## src/rtl/uart_rx_ctrl.sv

```systemverilog
// UART receive frame controller: start detect, per-bit edge counter, deserialiser, parity/stop check.
// Optional false-start rejection is enabled by defining UART_RX_START_CHECK_EN.
`timescale 1ns/1ps

// state  | meaning
// IDLE   | line idle, edge counter held at 0, waiting for RX_IN low
// START  | start bit time (optionally aborted on a high sample)
// DATA   | DATA_WIDTH data bits, LSB first
// PARITY | parity bit, only when PAR_EN was set at frame start
// STOP   | stop bit; frame result is committed at its bit end
module uart_rx_ctrl #(
    parameter int DATA_WIDTH = 8,
    parameter int PRESC_W    = 5
) (
    input  logic                  CLK,
    input  logic                  RST,
    input  logic                  RX_IN,
    input  logic [PRESC_W-1:0]    Prescale,
    input  logic                  PAR_EN,
    input  logic                  PAR_TYP,
    input  logic                  sampled_bit,
    input  logic                  sampling_done,
    output logic [PRESC_W-1:0]    edge_cnt,
    output logic                  data_samp_en,
    output logic [DATA_WIDTH-1:0] P_DATA,
    output logic                  data_valid,
    output logic                  par_err,
    output logic                  stp_err
);

    localparam int BCW = $clog2(DATA_WIDTH + 1);
    localparam logic [BCW-1:0]     BIT_LAST = BCW'(DATA_WIDTH - 1);
    localparam logic [BCW-1:0]     BIT_ONE  = BCW'(1);
    localparam logic [PRESC_W-1:0] EDGE_ONE = PRESC_W'(1);

    typedef enum logic [2:0] {S_IDLE, S_START, S_DATA, S_PARITY, S_STOP} state_t;

    state_t                r_state, w_next;
    logic [PRESC_W-1:0]    r_edge_cnt, r_presc;
    logic [BCW-1:0]        r_bit_cnt;
    logic [DATA_WIDTH-1:0] r_shift, r_p_data;
    logic                  r_par_en, r_par_typ;
    logic                  r_par_err, r_stp_err, r_data_valid;
    logic                  w_bit_end, w_frame_start, w_frame_end;
    logic                  w_par_err_nxt, w_stp_err_nxt;

    assign w_bit_end     = (r_edge_cnt == (r_presc - EDGE_ONE));
    assign w_frame_start = (r_state == S_IDLE) && !RX_IN;
    assign w_frame_end   = (r_state == S_STOP) && w_bit_end;

    always_ff @(posedge CLK or negedge RST) begin
        if (!RST) r_state <= S_IDLE;
        else      r_state <= w_next;
    end

    always_comb begin
        w_next        = r_state;
        w_par_err_nxt = r_par_err;
        w_stp_err_nxt = r_stp_err;
        case (r_state)
            S_IDLE: begin
                if (!RX_IN) begin
                    w_next        = S_START;
                    w_par_err_nxt = 1'b0;
                    w_stp_err_nxt = 1'b0;
                end
            end
            S_START: begin
`ifdef UART_RX_START_CHECK_EN
                if (sampling_done && sampled_bit) w_next = S_IDLE;
                else if (w_bit_end)               w_next = S_DATA;
`else
                if (w_bit_end) w_next = S_DATA;
`endif
            end
            S_DATA: begin
                if (w_bit_end && (r_bit_cnt == BIT_LAST))
                    w_next = r_par_en ? S_PARITY : S_STOP;
            end
            S_PARITY: begin
                if (sampling_done) w_par_err_nxt = sampled_bit ^ (^r_shift) ^ r_par_typ;
                if (w_bit_end)     w_next = S_STOP;
            end
            S_STOP: begin
                if (sampling_done) w_stp_err_nxt = ~sampled_bit;
                if (w_bit_end)     w_next = S_IDLE;
            end
            default: w_next = S_IDLE;
        endcase
    end

    // Error flags use their next values so a sample landing on the final edge still counts.
    always_ff @(posedge CLK or negedge RST) begin
        if (!RST) begin
            r_edge_cnt   <= '0;
            r_presc      <= '0;
            r_par_en     <= 1'b0;
            r_par_typ    <= 1'b0;
            r_bit_cnt    <= '0;
            r_shift      <= '0;
            r_p_data     <= '0;
            r_par_err    <= 1'b0;
            r_stp_err    <= 1'b0;
            r_data_valid <= 1'b0;
        end else begin
            r_par_err    <= w_par_err_nxt;
            r_stp_err    <= w_stp_err_nxt;
            r_data_valid <= w_frame_end && !w_par_err_nxt && !w_stp_err_nxt;
            if (w_frame_end && !w_par_err_nxt && !w_stp_err_nxt)
                r_p_data <= r_shift;
            if (w_frame_start) begin
                r_presc   <= Prescale;
                r_par_en  <= PAR_EN;
                r_par_typ <= PAR_TYP;
            end
            if (r_state == S_IDLE || w_next == S_IDLE || w_bit_end)
                r_edge_cnt <= '0;
            else
                r_edge_cnt <= r_edge_cnt + EDGE_ONE;
            if (r_state == S_START)
                r_bit_cnt <= '0;
            else if (r_state == S_DATA && w_bit_end)
                r_bit_cnt <= r_bit_cnt + BIT_ONE;
            if (r_state == S_DATA && sampling_done)
                r_shift <= {sampled_bit, r_shift[DATA_WIDTH-1:1]};
        end
    end

    assign edge_cnt     = r_edge_cnt;
    assign data_samp_en = (r_state != S_IDLE);
    assign P_DATA       = r_p_data;
    assign data_valid   = r_data_valid;
    assign par_err      = r_par_err;
    assign stp_err      = r_stp_err;

endmodule

```

## config.mk

```make
export PLATFORM = sky130hd
export DESIGN_NAME = uart_rx_ctrl
export DESIGN_NICKNAME = d
export VERILOG_FILES = /design/src/rtl/uart_rx_ctrl.sv
export SDC_FILE = /design/constraint.sdc
export NUM_CORES = 1
export LEC_CHECK = 0
export CAP_MARGIN = 25
export CORE_ASPECT_RATIO = 1.4
export CORE_MARGIN = 5
export CORE_UTILIZATION = 56
export DETAILED_ROUTE_END_ITERATION = 6
export DONT_BUFFER_PORTS = 1
export GPL_TIMING_DRIVEN = 1
export PLACE_DENSITY = 0.77
export SETUP_SLACK_MARGIN = 0.1
export SLEW_MARGIN = 20
export SYNTH_ARGS = -nofsm -noshare
export SYNTH_HDL_FRONTEND = slang
export SYNTH_SLANG_ARGS = --single-unit
```

## constraint.sdc

```tcl
create_clock -name CLK -period 2.3 [get_ports CLK]
set_input_delay 0.69 -clock CLK [delete_from_list [all_inputs] [get_ports CLK]]
set_output_delay 0.69 -clock CLK [all_outputs]
set_load 0.02 [all_outputs]
```

=== Yosys cells after proc, flatten, opt, wreduce, memory -nomap -nowiden ===
Cells that the tools add are included.

* Add/subtract/negate cells: 3
* Eq/ne operators: 6
* Muxes and demuxes: 16
* Bitwise operators: 3
* Reductions and logical operators: 17

{| class="wikitable"
|+ Operator list
! operator !! count
|-
| 2-to-1 mux 3 bit || 6
|-
| one-hot mux 3 bit (5 select lines) || 1
|-
| 2-to-1 mux 4 bit || 2
|-
| XOR reduction 8 bit || 1
|-
| logical AND 1 bit || 7
|-
| == test 3 x 2 -> 1 bit, second input constant || 2
|-
| zero test 3 bit || 2
|-
| adder 5 x 1 -> 5 bit, second input constant || 1
|-
| == test 5 bit || 1
|-
| 2-to-1 mux 5 bit || 1
|-
| subtractor 5 x 1 -> 5 bit, second input constant || 1
|-
| adder 4 x 1 -> 4 bit, second input constant || 1
|-
| == test 4 x 3 -> 1 bit, second input constant || 1
|-
| 2-to-1 mux 1 bit || 4
|-
| one-hot mux 1 bit (2 select lines) || 2
|-
| == test 3 x 1 -> 1 bit, second input constant || 1
|-
| == test 3 bit, second input constant || 1
|-
| zero test 1 bit || 3
|-
| nonzero test 3 bit || 1
|-
| logical OR 1 bit || 2
|-
| nonzero test 2 bit || 1
|-
| bitwise XOR 1 bit || 2
|-
| NOT 1 bit || 1
|}

* Flip-flop bits (word level): 38
* Output and inout port bits: 17
* Logic and storage cells: 56

=== Logic depth before layout (Yosys ltp) ===
Gate-level depths: netlist (run 1).

* Depth after elaboration: 9
* Gate-level depth with buffers: 8
* Depth with buffers taken out: 7

=== Worst setup path before layout (run 1) ===
Ideal clock, no wire load.

* Path type: flip-flop to flip-flop
* From: register r_presc[0]
* To: register r_p_data[0] (netlist: P_DATA[0])
* Data arrival time: 2,225 ps
* Data required time: 2,175 ps
* Setup slack: -50 ps
* Cell stages (with the launch flop): 9
* Path buffers: 1
* Path through: dfrtp_1 -> inv_1 -> ha_1 -> xnor2_1 -> a211oi_1 -> o311ai_1 -> or4_1 -> buf_4 -> mux2_4

* Cells in the longest elaborated chain, start to end: 5

{| class="wikitable"
|+ RTL lines
! element !! RTL line !! source
|-
| from (decl) || 39 || <nowiki>logic [PRESC_W-1:0] r_edge_cnt, r_presc;</nowiki>
|-
| from (signal assigned) || 112 || <nowiki>r_presc <= Prescale;</nowiki>
|-
| subtractor 5 x 1 -> 5 bit || 47 || <nowiki>assign w_bit_end = (r_edge_cnt == (r_presc - EDGE_ONE));</nowiki>
|-
| == test 5 bit || 47 ||
|-
| logical AND 1 bit || 49 || <nowiki>assign w_frame_end = (r_state == S_STOP) && w_bit_end;</nowiki>
|-
| logical AND 1 bit (2 in series) || 109 || <nowiki>if (w_frame_end && !w_par_err_nxt && !w_stp_err_nxt)</nowiki>
|-
| to (signal assigned) || 110 || <nowiki>r_p_data <= r_shift;</nowiki>
|-
| to (decl) || 41 || <nowiki>logic [DATA_WIDTH-1:0] r_shift, r_p_data;</nowiki>
|}

No other way between the ends.
A chain may end at the register's enable or synchronous reset.

=== Worst setup path after layout (run 1) ===
* From: register r_presc[1]
* To: register r_p_data[0] (netlist: P_DATA[0])

Same word-level chain as after synthesis.

==> results.json, run 1 <==
{
  "status": "completed",
  "die_w_um": 59.0,
  "clk_pin_slew_worst_paths_ps": 80,
  "crit_arrival_ps": 2390,
  "clock-skew-final_ps": 12.3,
  "clk_latency_ps": 290,
  "relSlewSlack_pct": 70.5,
  "grt_overflow": 0,
  "comb_power_share_pct": 40.0,
  "drv_slew": 0,
  "p_sw_share_pct": 38.3,
  "hold_viol": 0,
  "cts_buffers": 5,
  "finalCriticalPeriod_ps": 2220,
  "crit_slowest_cell": "or4_4",
  "power_frac_clock_pct": 17.8,
  "end_kind": "register",
  "drcViolationCount": 0,
  "syn-cell-area_mm2": 0.00188,
  "cts_buffer_depth": 2,
  "vias_per_cell": 5.88,
  "internal_power_w": 0.00161,
  "p_sw_w": 0.000998,
  "areaGrowthSynthToFinish_pct": 13.0,
  "ys_ff_latch": 38,
  "crit_fanout": 5,
  "syn_nets": 179,
  "crit_required_ps": 2460,
  "cts-root-buf": "clkbuf_8",
  "fillCellCount": 266,
  "grt_max_degree": 39,
  "initial_core_util_pct": 56.7,
  "syn_avg_cell_area_um2": 11.5,
  "antenna_found_initial": 0,
  "htreeDepth": 2,
  "maxCapViolCount": 0,
  "yosysSeqAreaShare_pct": 50.6,
  "fin_ws_ps": 78.2,
  "peakVddDrop_v": 0.000794,
  "grt_busiest_layer": "met2",
  "met2_usage_pct": 31.3,
  "diodes": 0,
  "grt_use_met3_pct": 8.39,
  "fp.dieArea_mm2": 0.00463,
  "hold_class": "in2async",
  "min_period_over_period_pct": 96.6,
  "rows": 25,
  "grtUsageMet1_pct": 20.1,
  "wl_per_cell_um": 17.4,
  "synth_warnings": 0,
  "post-place-ws_ps": -13.1,
  "hpwl_um": 2660,
  "clkSinkCount": 38,
  "setup_viol": 0,
  "final_layout_size_suffix_gt1_share_pct": 27.5,
  "synth_top_cell_by_area": "dfrtp_1",
  "wl_um": 3800,
  "yosysUniqueCellTypes": 37,
  "drtAntennaViolNets": 0,
  "firstDrtPassIters": 4,
  "io_pins": 29,
  "netlist_instances": 164,
  "synthDominantCellAreaShare_pct": 50.6,
  "cellPowerDensity_mw_per_mm2": 1230,
  "synthTopCellsByArea": "dfrtp_1 51%, mux2_2 7.8%, mux2_4 6.4%",
  "vias": 1282,
  "place.gp.congestion": 0.839,
  "drt_iter0_markers": 37,
  "grt_pass1_wl_um": 6360,
  "coreArea_mm2": 0.00332,
  "path_cells": "inv_2, ha_4, xnor2_2, a211oi_2, o311ai_2, or4_4, buf_6, mux2_4",
  "finalNetCount": 192,
  "critical_path_class": "reg2reg",
  "tightest_slew_ps": 443,
  "rsz0062_at_grt": "yes",
  "slowest_delay_ps": 460,
  "finalSetupTns_ps": 0,
  "track_usage_pct": 18.2,
  "start_kind": "register",
  "portBuffers": 0,
  "fmax_ghz": 0.450,
  "tritoncts": "built",
  "die_y_um": 78.6,
  "postCtsHoldBufs": 0,
  "leakagePower_nw": 0.989,
  "grt_pass1_vias": 1347,
  "p_seq_share_pct": 42.2
}
[power groups by stage]
stage               clock network (W)  registers (W)  logic [W]
CTS                          0.000471        0.00110    0.00102
global placement                    0        0.00109   0.000891
finish                       0.000464        0.00110    0.00104
floorplan                           0        0.00103   0.000765
detailed placement                  0        0.00111   0.000921
global route                 0.000502        0.00114    0.00117
[registers in the layout, indices dropped and copies added (netlist names)]
signal	count
r_state	3
edge_cnt	5
P_DATA	8
r_par_en	1
r_shift	8
r_presc	5
par_err	1
data_valid	1
r_bit_cnt	4
r_par_typ	1
stp_err	1
[placed cells by master (no fill, tap or decap), drive strengths merged, types with 2 or more instances in the layout]
cell    count
or3         3
nand2      11
ha          3
dfrtp      38
xor2        5
or4         3
xnor2      13
inv         7
nand3       8
clkbuf      7
nor2       11
mux2       21
buf        12
o31ai       3
o211ai      2
o311ai      2
nand2b      4
o21ai       7
[per-layer routing]
metal | wire length (um) | share of wire [%]
met3 | 316 | 8.3
met2 | 1950 | 51
met5 | 0 | 0
met4 | 30 | 0.79
met1 | 1500 | 40
[Yosys cell counts, drive strengths merged]
master / instances
a211o: 1
a211oi: 1
a21boi: 1
a21oi: 1
a22o: 1
a31o: 1
a31oi: 1
buf: 2
clkbuf: 4
dfrtp: 38
ha: 3
inv: 7
mux2: 21
nand2: 11
nand2b: 4
nand3: 8
nand3b: 1
nand4b: 1
nand4bb: 1
nor2: 11
nor2b: 1
nor3: 1
nor4: 1
nor4bb: 1
o211ai: 2
o21ai: 7
o311a: 1
o311ai: 2
o31ai: 3
o32ai: 1
or2: 1
or3: 3
or4: 3
xnor2: 13
xor2: 5
[cells by family after synthesis]
group,after synthesis,synth area share (%)
flops,38,50.6
buf+inv,13,2.99
xor+xnor,18,8.38
fa+ha+maj,3,2.00
simple gates,48,13.3
mux,21,14.2
compound gates,23,8.58
[cell type report]
cell class / instances / area, um2 / share of cell area, %
clock buffers: 7 / 86.3 / 4.06
clock inverters: 1 / 5.00 / 0.235
inverters: 7 / 26.3 / 1.24
multi-input cells: 113 / 910 / 42.8
flip-flops and latches: 38 / 951 / 44.7
well taps: 40 / 50.0 / 2.35
repair buffers: 12 / 97.6 / 4.59
[what timing repair did]
item,CTS,global route
cloned,1,0
setup buffers,1,2
setup endpoints to repair,9,9
gates resized for setup,7,2
pin swaps,0,2
[worst max-delay path, delay by kind of cell, from the launching register on]
kind / cells / cell delay, ps
DFF: 1 / 400
adders and majority gates: 1 / 210
xor gates and xnor gates: 1 / 140
and+or+nand+nor: 1 / 460
buffers and inverters: 2 / 250
muxes: 1 / 300
AOI/OAI and AO/OA: 2 / 350
[worst paths after layout]
check / cells past startpoint / slack, ps / start / to
worst min-delay path: 0 / 80 / RST / edge_cnt[3]
worst max register to register: 8 / 80 / r_presc[1] / P_DATA[0]
worst max-delay path: 8 / 80 / r_presc[1] / P_DATA[0]
min in group CLK: 2 / 530 / Prescale[1] / r_presc[1]
max in group asynchronous: 0 / 2120 / RST / par_err
worst min register to register: 1 / 540 / r_presc[4] / r_presc[4]
[through the flow]
step | hold WS, ps | cell area (um2) | util, % | cells | total power [W]
final | 82.9 | 2130 | 64.1 | 218 | 0.00261
after global routing | 68.1 | 2130 | 64.1 | 218 | 0.00281
after CTS | 79.8 | 2110 | 63.5 | 216 | 0.00259
after detailed placement | 395 | 1970 | 59.4 | 206 | 0.00203
after global placement | 395 | 1970 | 59.4 | 206 | 0.00198
after floorplan | 394 | 1890 | - | 164 | 0.00180
Note: power is estimated with default switching activity, not from simulation.
==> run 2: changes to the inputs <==
--- a/config.mk
+++ b/config.mk
@@ -6,7 +6,7 @@
 export NUM_CORES = 1
 export LEC_CHECK = 0
 export CAP_MARGIN = 25
-export CORE_ASPECT_RATIO = 1.4
+export CORE_ASPECT_RATIO = 2
 export CORE_MARGIN = 5
 export CORE_UTILIZATION = 56
 export DETAILED_ROUTE_END_ITERATION = 6
==> constraint.sdc (replaced) <==
create_clock -name CLK -period 1.9 [get_ports CLK]
set_input_delay 0.57 -clock CLK [delete_from_list [all_inputs] [get_ports CLK]]
set_output_delay 0.57 -clock CLK [all_outputs]
set_load 0.02 [all_outputs]
==> run 2 against run 1 <==
Hold slack better by 28 ps. Count of clock-buffer cells in the layout stayed put. Combinational power is 78% higher. Die area is 1.2% higher. First-iteration DRC count is 30% higher. Register-to-register slack worse by 350 ps. The run now ends with negative setup slack left. Setup slack worse by 350 ps. Sequential share of layout area is 4.3 points lower. Design area is 11% higher. Maximum frequency is 2.1% higher. Critical path type unchanged. Routed wire length is 23% higher. Global-route usage is 4.0 points higher.
==> results.json, run 2 (synthesized netlist as in run 1, its figures left out) <==
{
  "grt_pass1_wl_um": 7870,
  "vias": 1399,
  "finalPower_w": 0.00366,
  "cts-root-buf": "clkbuf_8",
  "start_kind": "register",
  "leakagePower_nw": 1.10,
  "fin_ws_ps": -276,
  "cts_buffers": 5,
  "relSlewSlack_pct": 74.5,
  "cellPowerDensity_mw_per_mm2": 1550,
  "grt_pass1_vias": 1553,
  "crit_slowest_cell": "or4_4",
  "die_y_um": 92.0,
  "crit_required_ps": 2070,
  "stdcell_count": 227,
  "final_layout_size_suffix_gt1_share_pct": 41.3,
  "drt_iter0_markers": 48,
  "setup_viol": 13,
  "initial_core_util_pct": 58.9,
  "htreeDepth": 2,
  "end_kind": "register",
  "hold_class": "in2async",
  "place.gp.congestion": 0.819,
  "antenna_found_initial": 0,
  "maxCapViolCount": 0,
  "track_usage_pct": 22.2,
  "crit_arrival_ps": 2350,
  "dpl.cell_count": 209,
  "die_w_um": 51.0,
  "clkSinkCount": 38,
  "wl_per_cell_um": 20.5,
  "status": "complete, but fails checks",
  "io_pins": 29,
  "critical_path_class": "reg2reg",
  "drcViolationCount": 0,
  "diodes": 0,
  "firstDrtPassIters": 4,
  "grt_overflow": 0,
  "wl_um": 4660,
  "drv_slew": 0,
  "hpwl_um": 3060,
  "rows": 29,
  "fillCellCount": 223,
  "crit_fanout": 5,
  "fmax_ghz": 0.460,
  "violations": "negative setup slack",
  "cts_buffer_depth": 2,
  "fp.dieArea_mm2": 0.00469,
  "finalCriticalPeriod_ps": 2180,
  "slowest_delay_ps": 460,
  "finalSetupTns_ps": -2560,
  "min_period_over_period_pct": 115,
  "grt_max_degree": 39,
  "hold_viol": 0,
  "areaGrowthSynthToFinish_pct": 25.3,
  "peakVddDrop_v": 0.00117,
  "drtAntennaViolNets": 0,
  "clk_latency_ps": 290,
  "post-place-ws_ps": -382,
  "hold_ws_ps": 111,
  "finalNetCount": 210,
  "clock-skew-final_ps": 7.81,
  "coreArea_mm2": 0.00319,
  "clk_pin_slew_worst_paths_ps": 80,
  "rsz0062_at_grt": "yes",
  "tightest_slew_ps": 378,
  "vias_per_cell": 6.16,
  "portBuffers": 0,
  "tritoncts": "built",
  "path_cells": "inv_2, ha_4, xnor2_2, a211oi_2, o311ai_2, or4_4, buf_6, mux2_4",
  "layout_common_cells": "36 x dfrtp_1, 21 x buf_4, 13 x mux2_2",
  "layout_commonest_cell": "dfrtp_1"
}
run 2: cell count changes in the layout (fill, tap and decap cells not counted), moves of 4 or more:
cell    previous run  this run
buf_4             10        21
buf_6              2         8
nor2_1            11         7
nor2_2             0         4
run 2: final cells by class:
type / count / area, um2 / area share [%]
clock buffer: 7 / 86.3 / 3.66
inverter: 7 / 26.3 / 1.11
tap: 31 / 38.8 / 1.65
multi-input combinational: 113 / 980 / 41.6
timing repair buffer: 30 / 268 / 11.4
sequential: 38 / 953 / 40.4
clock inverter: 1 / 5.00 / 0.212
run 2: worst paths after layout:
kind / to / from / cells past startpoint / slack, ps
max in group asynchronous: edge_cnt[2] / RST / 1 / 1590
min: r_presc[3] / RST / 1 / 110
max reg2reg: P_DATA[2] / r_presc[1] / 8 / -280
min in group CLK: r_presc[0] / Prescale[0] / 2 / 400
min reg2reg: r_presc[4] / r_presc[4] / 1 / 550
max: P_DATA[2] / r_presc[1] / 8 / -280
run 2: metal layers:
metal  vias up  wire length, um  track usage (%)
met3         9              334             6.98
met4         0               97             7.68
met5         -                0                0
met2        50             2680             40.1
met1       697             1550             23.0
li1        643                -                -
run 2: timing repair:
action | 4_1_cts | 5_1_grt
endpoints found under the setup margin | 21 | 22
hold buffers | 1 | 0
pin swaps | 6 | 6
setup buffers | 8 | 0
gates resized for setup | 28 | 4
hold endpoints to repair | 38 | 0
gates cloned | 1 | 0
run 2: critical path, delay by kind of cell, from the launching register on:
kind / cells / cell delay, ps
fa+ha+maj: 1 / 210
compound gates: 2 / 310
mux: 1 / 290
xor+xnor: 1 / 130
simple gates: 1 / 460
flops: 1 / 400
buf+inv: 2 / 250
run 2: per-stage QoR:
| stage | area, um2 | utilization (%) |
|---|---|---|
| final | 2360 | 73.8 |
| after global routing | 2360 | 73.8 |
| after CTS | 2340 | 73.2 |
| after detailed placement | 2050 | 64.2 |
| after global placement | 2050 | 64.2 |
| after floorplan | 1900 | - |
run 2: power breakdown:
group,internal (W),switching (W)
combinational,0.000924,0.000925
clock,0.000293,0.000276
sequential,0.00102,0.000222
total,0.00223,0.00142
